`src/rtl/trng_collector.sv`:
```
// TRNG consumer end: divided-rate raw-bit sampling, von Neumann debiasing, byte
// packing into a show-ahead FIFO, and a repetition-count health monitor.
module trng_collector #(
  parameter int LEN        = 8,
  parameter int SAMPLE_DIV = 50,
  parameter int FIFO_DEPTH = 4,
  parameter int REP_LIMIT  = 32
) (
  input  logic                        clk,
  input  logic                        rst_n,
  input  logic                        enable,
  input  logic [LEN-1:0]              trnd_byte,
  output logic [7:0]                  rd_data,
  output logic                        rd_valid,
  input  logic                        rd_ready,
  output logic [$clog2(FIFO_DEPTH):0] level,
  output logic                        overflow,
  output logic                        health_fail,
  input  logic                        health_clr
);
  localparam int AW = $clog2(FIFO_DEPTH);
  localparam int DW = $clog2(SAMPLE_DIV);
  localparam int RW = $clog2(REP_LIMIT + 1);
  localparam logic [AW:0]   LVL_FULL = (AW+1)'(FIFO_DEPTH);
  localparam logic [DW-1:0] DIV_LAST = DW'(SAMPLE_DIV - 1);
  localparam logic [RW-1:0] REP_MAX  = RW'(REP_LIMIT);

  typedef enum logic {VN_FIRST, VN_SECOND} vn_state_t;

  logic [DW-1:0]              div_cnt;
  logic                       strobe, raw;
  vn_state_t                  vn_q, vn_d;
  logic                       first_q, emit;
  logic [2:0]                 bit_cnt;
  logic [7:0]                 shreg, byte_val;
  logic                       byte_done;
  logic [RW-1:0]              rep_cnt, rep_nxt;
  logic                       prev_raw, rep_hit;
  logic [FIFO_DEPTH-1:0][7:0] mem;
  logic [AW-1:0]              wptr, rptr;
  logic                       full, pop, push, drop;

  assign strobe = enable && (div_cnt == DIV_LAST);
  assign raw    = ^trnd_byte;

  always_ff @(posedge clk or negedge rst_n) begin
    if (!rst_n)                div_cnt <= '0;
    else if (!enable || strobe) div_cnt <= '0;
    else                       div_cnt <= div_cnt + 1'b1;
  end

  // Pairing FSM: second sample of a pair emits the first bit only if they differ.
  always_ff @(posedge clk or negedge rst_n) begin
    if (!rst_n) vn_q <= VN_FIRST;
    else        vn_q <= vn_d;
  end

  always_comb begin
    vn_d = vn_q;
    emit = 1'b0;
    if (!enable) vn_d = VN_FIRST;
    else if (strobe) begin
      unique case (vn_q)
        VN_FIRST:  vn_d = VN_SECOND;
        VN_SECOND: begin
          vn_d = VN_FIRST;
          emit = (first_q != raw);
        end
        default:   vn_d = VN_FIRST;
      endcase
    end
  end

  assign byte_val  = {shreg[6:0], first_q};
  assign byte_done = emit && (bit_cnt == 3'd7);

  always_ff @(posedge clk or negedge rst_n) begin
    if (!rst_n) begin
      first_q <= 1'b0;
      bit_cnt <= '0;
      shreg   <= '0;
    end else begin
      if (strobe && vn_q == VN_FIRST) first_q <= raw;
      if (!enable)   bit_cnt <= '0;
      else if (emit) bit_cnt <= bit_cnt + 1'b1;
      if (emit) shreg <= byte_val;
    end
  end

  // Repetition monitor runs on every strobe, independent of debiasing.
  always_comb begin
    rep_nxt = RW'(1);
    if (raw == prev_raw) rep_nxt = (rep_cnt == REP_MAX) ? rep_cnt : rep_cnt + 1'b1;
  end
  assign rep_hit = strobe && (rep_nxt == REP_MAX);

  always_ff @(posedge clk or negedge rst_n) begin
    if (!rst_n) begin
      rep_cnt     <= '0;
      prev_raw    <= 1'b0;
      health_fail <= 1'b0;
    end else begin
      if (strobe) prev_raw <= raw;
      if (health_clr)  rep_cnt <= '0;
      else if (strobe) rep_cnt <= rep_nxt;
      if (rep_hit)         health_fail <= 1'b1;
      else if (health_clr) health_fail <= 1'b0;
    end
  end

  assign full     = (level == LVL_FULL);
  assign rd_valid = (level != '0);
  assign pop      = rd_valid && rd_ready;
  assign push     = byte_done && !health_fail && (!full || pop);
  assign drop     = byte_done && !health_fail && full && !pop;
  assign rd_data  = mem[rptr];

  always_ff @(posedge clk or negedge rst_n) begin
    if (!rst_n) begin
      mem      <= '0;
      wptr     <= '0;
      rptr     <= '0;
      level    <= '0;
      overflow <= 1'b0;
    end else begin
      if (push) begin
        mem[wptr] <= byte_val;
        wptr      <= wptr + 1'b1;
      end
      if (pop) rptr <= rptr + 1'b1;
      unique case ({push, pop})
        2'b10:   level <= level + 1'b1;
        2'b01:   level <= level - 1'b1;
        default: ;
      endcase
      if (drop)            overflow <= 1'b1;
      else if (health_clr) overflow <= 1'b0;
    end
  end

endmodule
```
`config.mk`:
```
export PLATFORM = sky130hd
export DESIGN_NAME = trng_collector
export DESIGN_NICKNAME = d
export VERILOG_FILES = /design/src/rtl/trng_collector.sv
export SDC_FILE = /design/constraint.sdc
export NUM_CORES = 1
export LEC_CHECK = 0
export ABC_CLOCK_PERIOD_IN_PS = 2300
export BUFFER_PORTS_ARGS = -buffer_cell sky130_fd_sc_hd__buf_2
export CAP_MARGIN = 20
export CORE_MARGIN = 5
export CORE_UTILIZATION = 56
export CTS_BUF_LIST = sky130_fd_sc_hd__clkbuf_8
export DETAILED_ROUTE_END_ITERATION = 10
export PLACE_DENSITY = 0.83
export SYNTH_ARGS = -nofsm -noshare
export SYNTH_HDL_FRONTEND = slang
export SYNTH_SLANG_ARGS = --single-unit
export TNS_END_PERCENT = 5
```
`constraint.sdc`:
```
create_clock -name clk -period 2.3 [get_ports clk]
set_input_delay 0.23 -clock clk [delete_from_list [all_inputs] [get_ports clk]]
set_output_delay 0.23 -clock clk [all_outputs]
set_load 0.005 [all_outputs]
```
## Yosys cells after proc, flatten, opt, wreduce, memory -nomap -nowiden

Cells that the tools add are included.

- Bitwise logic cells: 1
- Add/subtract/negate cells: 7
- Reduce and logical (&&, ||, !) cells: 22
- Eq/ne operators: 11
- Multiplexer cells: 22
- Order comparisons: 3

Operators by type and width:

| operator | count |
|---|---|
| $bwmux W32 | 1 |
| $mux W6 | 5 |
| $eq A6 B6 Y1 const B | 3 |
| $bmux W8 S2 | 1 |
| $demux W8 S2 | 1 |
| $mux W8 | 2 |
| $add A6 B1 Y6 const B | 2 |
| $logic_and A1 B1 Y1 | 10 |
| $mux W1 | 8 |
| $reduce_bool A2 Y1 | 4 |
| $reduce_xor A8 Y1 | 1 |
| $add A3 B1 Y3 const B | 2 |
| $eq A3 B3 Y1 const B | 2 |
| $lt A2 B3 Y1 const B | 2 |
| $mux W3 | 2 |
| $pmux W3 S2 | 1 |
| $add A2 B1 Y2 const B | 2 |
| $logic_not A1 Y1 | 4 |
| $ne A2 B1 Y1 const B | 2 |
| $reduce_bool A3 Y1 | 1 |
| $sub A3 B1 Y3 const B | 1 |
| $eq A2 B1 Y1 const B | 1 |
| $eq A2 B2 Y1 const B | 1 |
| $ge A2 B1 Y1 const B | 1 |
| 5 further kinds | 6 |

- Register bits after elaboration: 66
- Input port bits: 13

## Longest topological paths before layout

- Depth in word-level cells: 10
- Mapped depth: 12

## Worst setup path before layout

No wires, ideal clock.

- Kind: in2reg
- Start: in trnd_byte[2]
- End: reg level[1]
- Stages: 8
- Setup time: 0.083 ns
- Arrival time: 2.343 ns
- Slack: -0.126 ns
- Path through: xnor2_1 > xnor2_2 > xnor3_2 > or3_1 > ha_1 > inv_1 > fa_1 > o21ai_0

- Longest elaborated chain between the ends: 10

Ends and longest elaborated chain:

| element | line | source |
|---|---|---|
| start: declaration | 12 | `input logic [LEN-1:0] trnd_byte,` |
| $reduce_xor A8 Y1 * | 44 | `assign raw = ^trnd_byte;` |
| $ne A1 B1 Y1 * | 67 | `emit = (first_q != raw);` |
| $mux W1 * | 63 | `unique case (vn_q)` |
| $mux W1 * | 62 | `else if (strobe) begin` |
| $mux W1 * | 61 | `if (!enable) vn_d = VN_FIRST;` |
| $logic_and A1 B1 Y1 * | 75 | `assign byte_done = emit && (bit_cnt == 3'd7);` |
| $logic_and A1 B1 Y1 * (2 in a row) | 114 | `assign push = byte_done && !health_fail && (!full \|\| pop);` |
| $eq A2 B1 Y1 or $eq A2 B2 Y1 (tied branches) | 131 | `unique case ({push, pop})` |
| $pmux W3 S2 or $reduce_bool A2 Y1 (tied branches) | n/a |  |
| end signal: assignment | 132 | `2'b10: level <= level + 1'b1;` |
| end signal: assignment | 133 | `2'b01: level <= level - 1'b1;` |
| end: declaration | 16 | `output logic [$clog2(FIFO_DEPTH):0] level,` |

Every way passes the cells marked *; elsewhere a longest branch is shown, timed or not.
A chain may end at the register's enable or synchronous reset.

## Worst setup path in the final report

- Start: reg div_cnt[1]
- End: reg level[1]

- Longest elaborated chain between the ends: 9

Ends and longest elaborated chain:

| element | line | source |
|---|---|---|
| start: declaration | 30 | `logic [DW-1:0] div_cnt;` |
| start signal: assignment | 49 | `else div_cnt <= div_cnt + 1'b1;` |
| $eq A6 B6 Y1 * | 43 | `assign strobe = enable && (div_cnt == DIV_LAST);` |
| $logic_and A1 B1 Y1 * | 43 |  |
| $mux W1 * | 62 |  |
| $mux W1 * | 61 |  |
| $logic_and A1 B1 Y1 * | 75 |  |
| $logic_and A1 B1 Y1 * (2 in a row) | 114 |  |
| $eq A2 B1 Y1 or $eq A2 B2 Y1 (tied branches) | 131 |  |
| $pmux W3 S2 or $reduce_bool A2 Y1 (tied branches) | n/a |  |

Marked as above.

==> results.tsv <==
stage	metric	value	unit
run_status	status	finished, final reports clean	
yosys	yosysWarnings	0	
floorplanning	die-height	87.22	µm
place	dp_hpwl	4600	µm
critical_path	cp_top_family	adder cells	
critical_path	critPathMaxFanout	2	
layout	layout_common_cells	dfrtp_1, mux2_2, buf_2, buf_4, nand2_1	
timing	worstMarginPinSlew	816.3	ps
detailed_routing	drt_first_pass_iters	4	
layout	final_util	0.6722	
layout	nets	338	
place	globalplace.congestion	0.8149	
cts	cts_setup_buffers	0	
floorplanning	die_area	7607	µm²
floorplanning	initial_core_util	0.5708	
critical_path	path_buf_inv	2	
detailed_routing	wl_per_cell	16.96	µm
layout	layout-drive-gt1-share	0.3774	
timing	rsz0062_at_grt	true	
floorplanning	row_count	28	
yosys	ys_ff_latch	66	
global_routing	antenna_found_initial	0	
yosys	yosysUniqueCellTypes	47	
cts	htreeDepth	3	
global_routing	overflow	0	
critical_path	endpoint_kind	register	
layout	final_common_cell	dfrtp_1	
timing	post-route-period-util	0.9460	
layout	syn2layout_area_growth	17.76	%
yosys	syn_area	3339	µm²
min_path	hold_class	in -> reg	
cts	clk-insertion-delay-late	340	ps
yosys	yosys_most_used_dff	dfrtp_1	
critical_path	crit_arrival	2440	ps
global_routing	grt_usage	0.2021	
yosys	async_flop_share	1.000	
global_routing	grt_start_max_net_pins	43	
timing	finalSetupViolCount	0	
cts	clk_pin_slew_worst_paths	80	ps
yosys	yosysSeqAreaShare	0.4946	
run	maxCapViolCount	0	
critical_path	crit_path_start_kind	register	
timing	max_freq	459.6	MHz
cts	clockBufferDepth	2	
floorplanning	dieWidth	87.22	µm
global_routing	grt_pass1_vias	2419	
critical_path	critical_path_class	reg -> reg	
detailed_routing	post-route-drc-count	0	
detailed_routing	drt_iter0_markers	109	
detailed_routing	drt.antenna.violating_nets	0	
pwr	finalPower	2.346	mW
detailed_routing	vias	2249	
yosys	syn_inst	265	
pwr	power_density	596.6	nW/µm²
detailed_routing	vias_per_cell	5.723	
critical_path	required	2570	ps
floorplanning	io_pins	27	
cts	cts_sinks	66	
yosys	syn_area_per_cell	12.60	µm²
critical_path	crit_path_cell_trace	inv_1 -> ha_2 -> nor4bb_4 -> nand3_1 -> or3_1 -> ha_2 -> inv_1 -> fa_1 -> o21ai_0	
cts	root_buffer	clkbuf_8	
timing	maxSlewHeadroom	0.4519	
cts	tritoncts	built	
layout	antenna_cells	0	
global_routing	grt_pass1_wl	11650	µm
critical_path	cp_slowest_cell	fa_1	
detailed_routing	wirelength	6666	µm
pwr	peakVddDrop	0.4097	mV
floorplanning	coreArea	5851	µm²
timing	slew_viol_final	0	
yosys	synth_enable_flop_cells	0	
timing	skew	11.23	ps
timing	finalHoldViolations	0	
place	portBuffers	26	
timing	period_needed	2176	ps
yosys	synth_fp_nets	290	
cts	cts_buffers	9	
critical_path	critPathMaxStageDelay	400	ps
pwr	power.leakage	1.857	nW
[path summary, 6_finish.rpt]
check / startpoint / end / slack, ps / cells after the start
min reg2reg: mem[17] / mem[17] / 510 / 1
max reg2reg: div_cnt[1] / level[1] / 120 / 9
max: div_cnt[1] / level[1] / 120 / 9
min: health_clr / rep_cnt[5] / 170 / 2
min in group asynchronous: rst_n / level[1] / 440 / 2
max in group asynchronous: rst_n / mem[19] / 1240 / 3
[layer usage]
metal,share of wire,track usage,wire (µm),vias to the layer above
li1,-,-,-,1041
met1,0.43,0.2503,2851,1164
met2,0.52,0.3430,3482,35
met3,0.037,0.06339,245,9
met4,0.013,0.05439,87,0
met5,0,0,0,-
[cell usage after synthesis, types with 2 or more instances]
library cell / n / area share
mux2i_1: 4 / 0.012
mux4_2: 8 / 0.054
clkbuf_1: 6 / 0.0067
nor2_2: 3 / 0.0056
nor2_1: 11 / 0.012
buf_1: 2 / 0.0022
mux2_2: 28 / 0.094
xnor2_1: 13 / 0.034
nand3_1: 10 / 0.015
o21ai_0: 10 / 0.015
nand2b_1: 2 / 0.0037
nand2_1: 14 / 0.016
a21oi_1: 7 / 0.010
mux2_4: 7 / 0.031
a31oi_1: 4 / 0.0075
inv_1: 13 / 0.015
a41oi_1: 4 / 0.010
ha_1: 11 / 0.041
o22ai_1: 2 / 0.0037
or3_1: 2 / 0.0037
nand4_1: 2 / 0.0037
nand3b_1: 4 / 0.0090
xor2_1: 7 / 0.018
dfrtp_1: 66 / 0.49
nor3_1: 3 / 0.0045
[per-stage QoR]
stage,instance area (µm²),setup WS (ps),hold slack (ps),std cells,TNS (ps)
3_5_place_dp,3709,35.57,276.6,376,0
6_report,3933,124.2,168.6,393,0
2_1_floorplan,3372,10.10,-65.59,265,0
3_3_place_gp,3709,63.75,269.2,376,0
4_1_cts,3913,40.30,161.3,393,0
5_1_grt,3933,-38.95,159.6,393,-48.23
[layout make-up]
class                   instances  area, µm²
fillers                       431       1918
flip-flops and latches         66       1652
multi-input cells             177       1649
repair buffers                 46      295.3
clock buffers                   9      123.9
well taps                      75      93.84
clock inverters                 7      70.07
inverters                      13      48.80
[sequential cells by signal, indices dropped and copies added (netlist names)]
signal,cells
vn_q,1
rep_cnt,6
level,3
mem,32
shreg,7
first_q,1
prev_raw,1
rptr,2
overflow,1
div_cnt,6
bit_cnt,3
health_fail,1
wptr,2
[cell families (layout without fill, tap and decap cells)]
kind of cell,after synthesis,in the layout,share of synthesized area
AO/OA/AOI/OAI,31,31,0.05807
XOR/XNOR,24,24,0.07831
adder cells (fa/ha/maj),12,12,0.04721
buffers and inverters,22,75,0.02698
flip-flops,66,66,0.4946
multiplexers,47,47,0.1918
AND/OR/NAND/NOR,63,63,0.1030
[power by group]
group          total (mW)  switching, mW  internal, mW
combinational       0.217          0.124        0.0935
sequential           1.17        0.00418          1.16
clock               0.961          0.463         0.498
total                2.35          0.591          1.76
[timing repair]
item / 4_1_cts / 5_1_grt
hold endpoints to repair: 24 / 0
endpoints found under the setup margin: 0 / 9
hold buffers: 1 / 0
gates resized for setup: 0 / 5
[worst reg2reg max path: cells and delay by family (launching register included)]
kind / cells / cell delay [ps]
flip-flops: 1 / 380
adder cells (fa/ha/maj): 3 / 750
buffers and inverters: 2 / 120
AO/OA/AOI/OAI: 1 / 170
AND/OR/NAND/NOR: 3 / 690
Note: power is estimated with default switching activity, not from simulation.
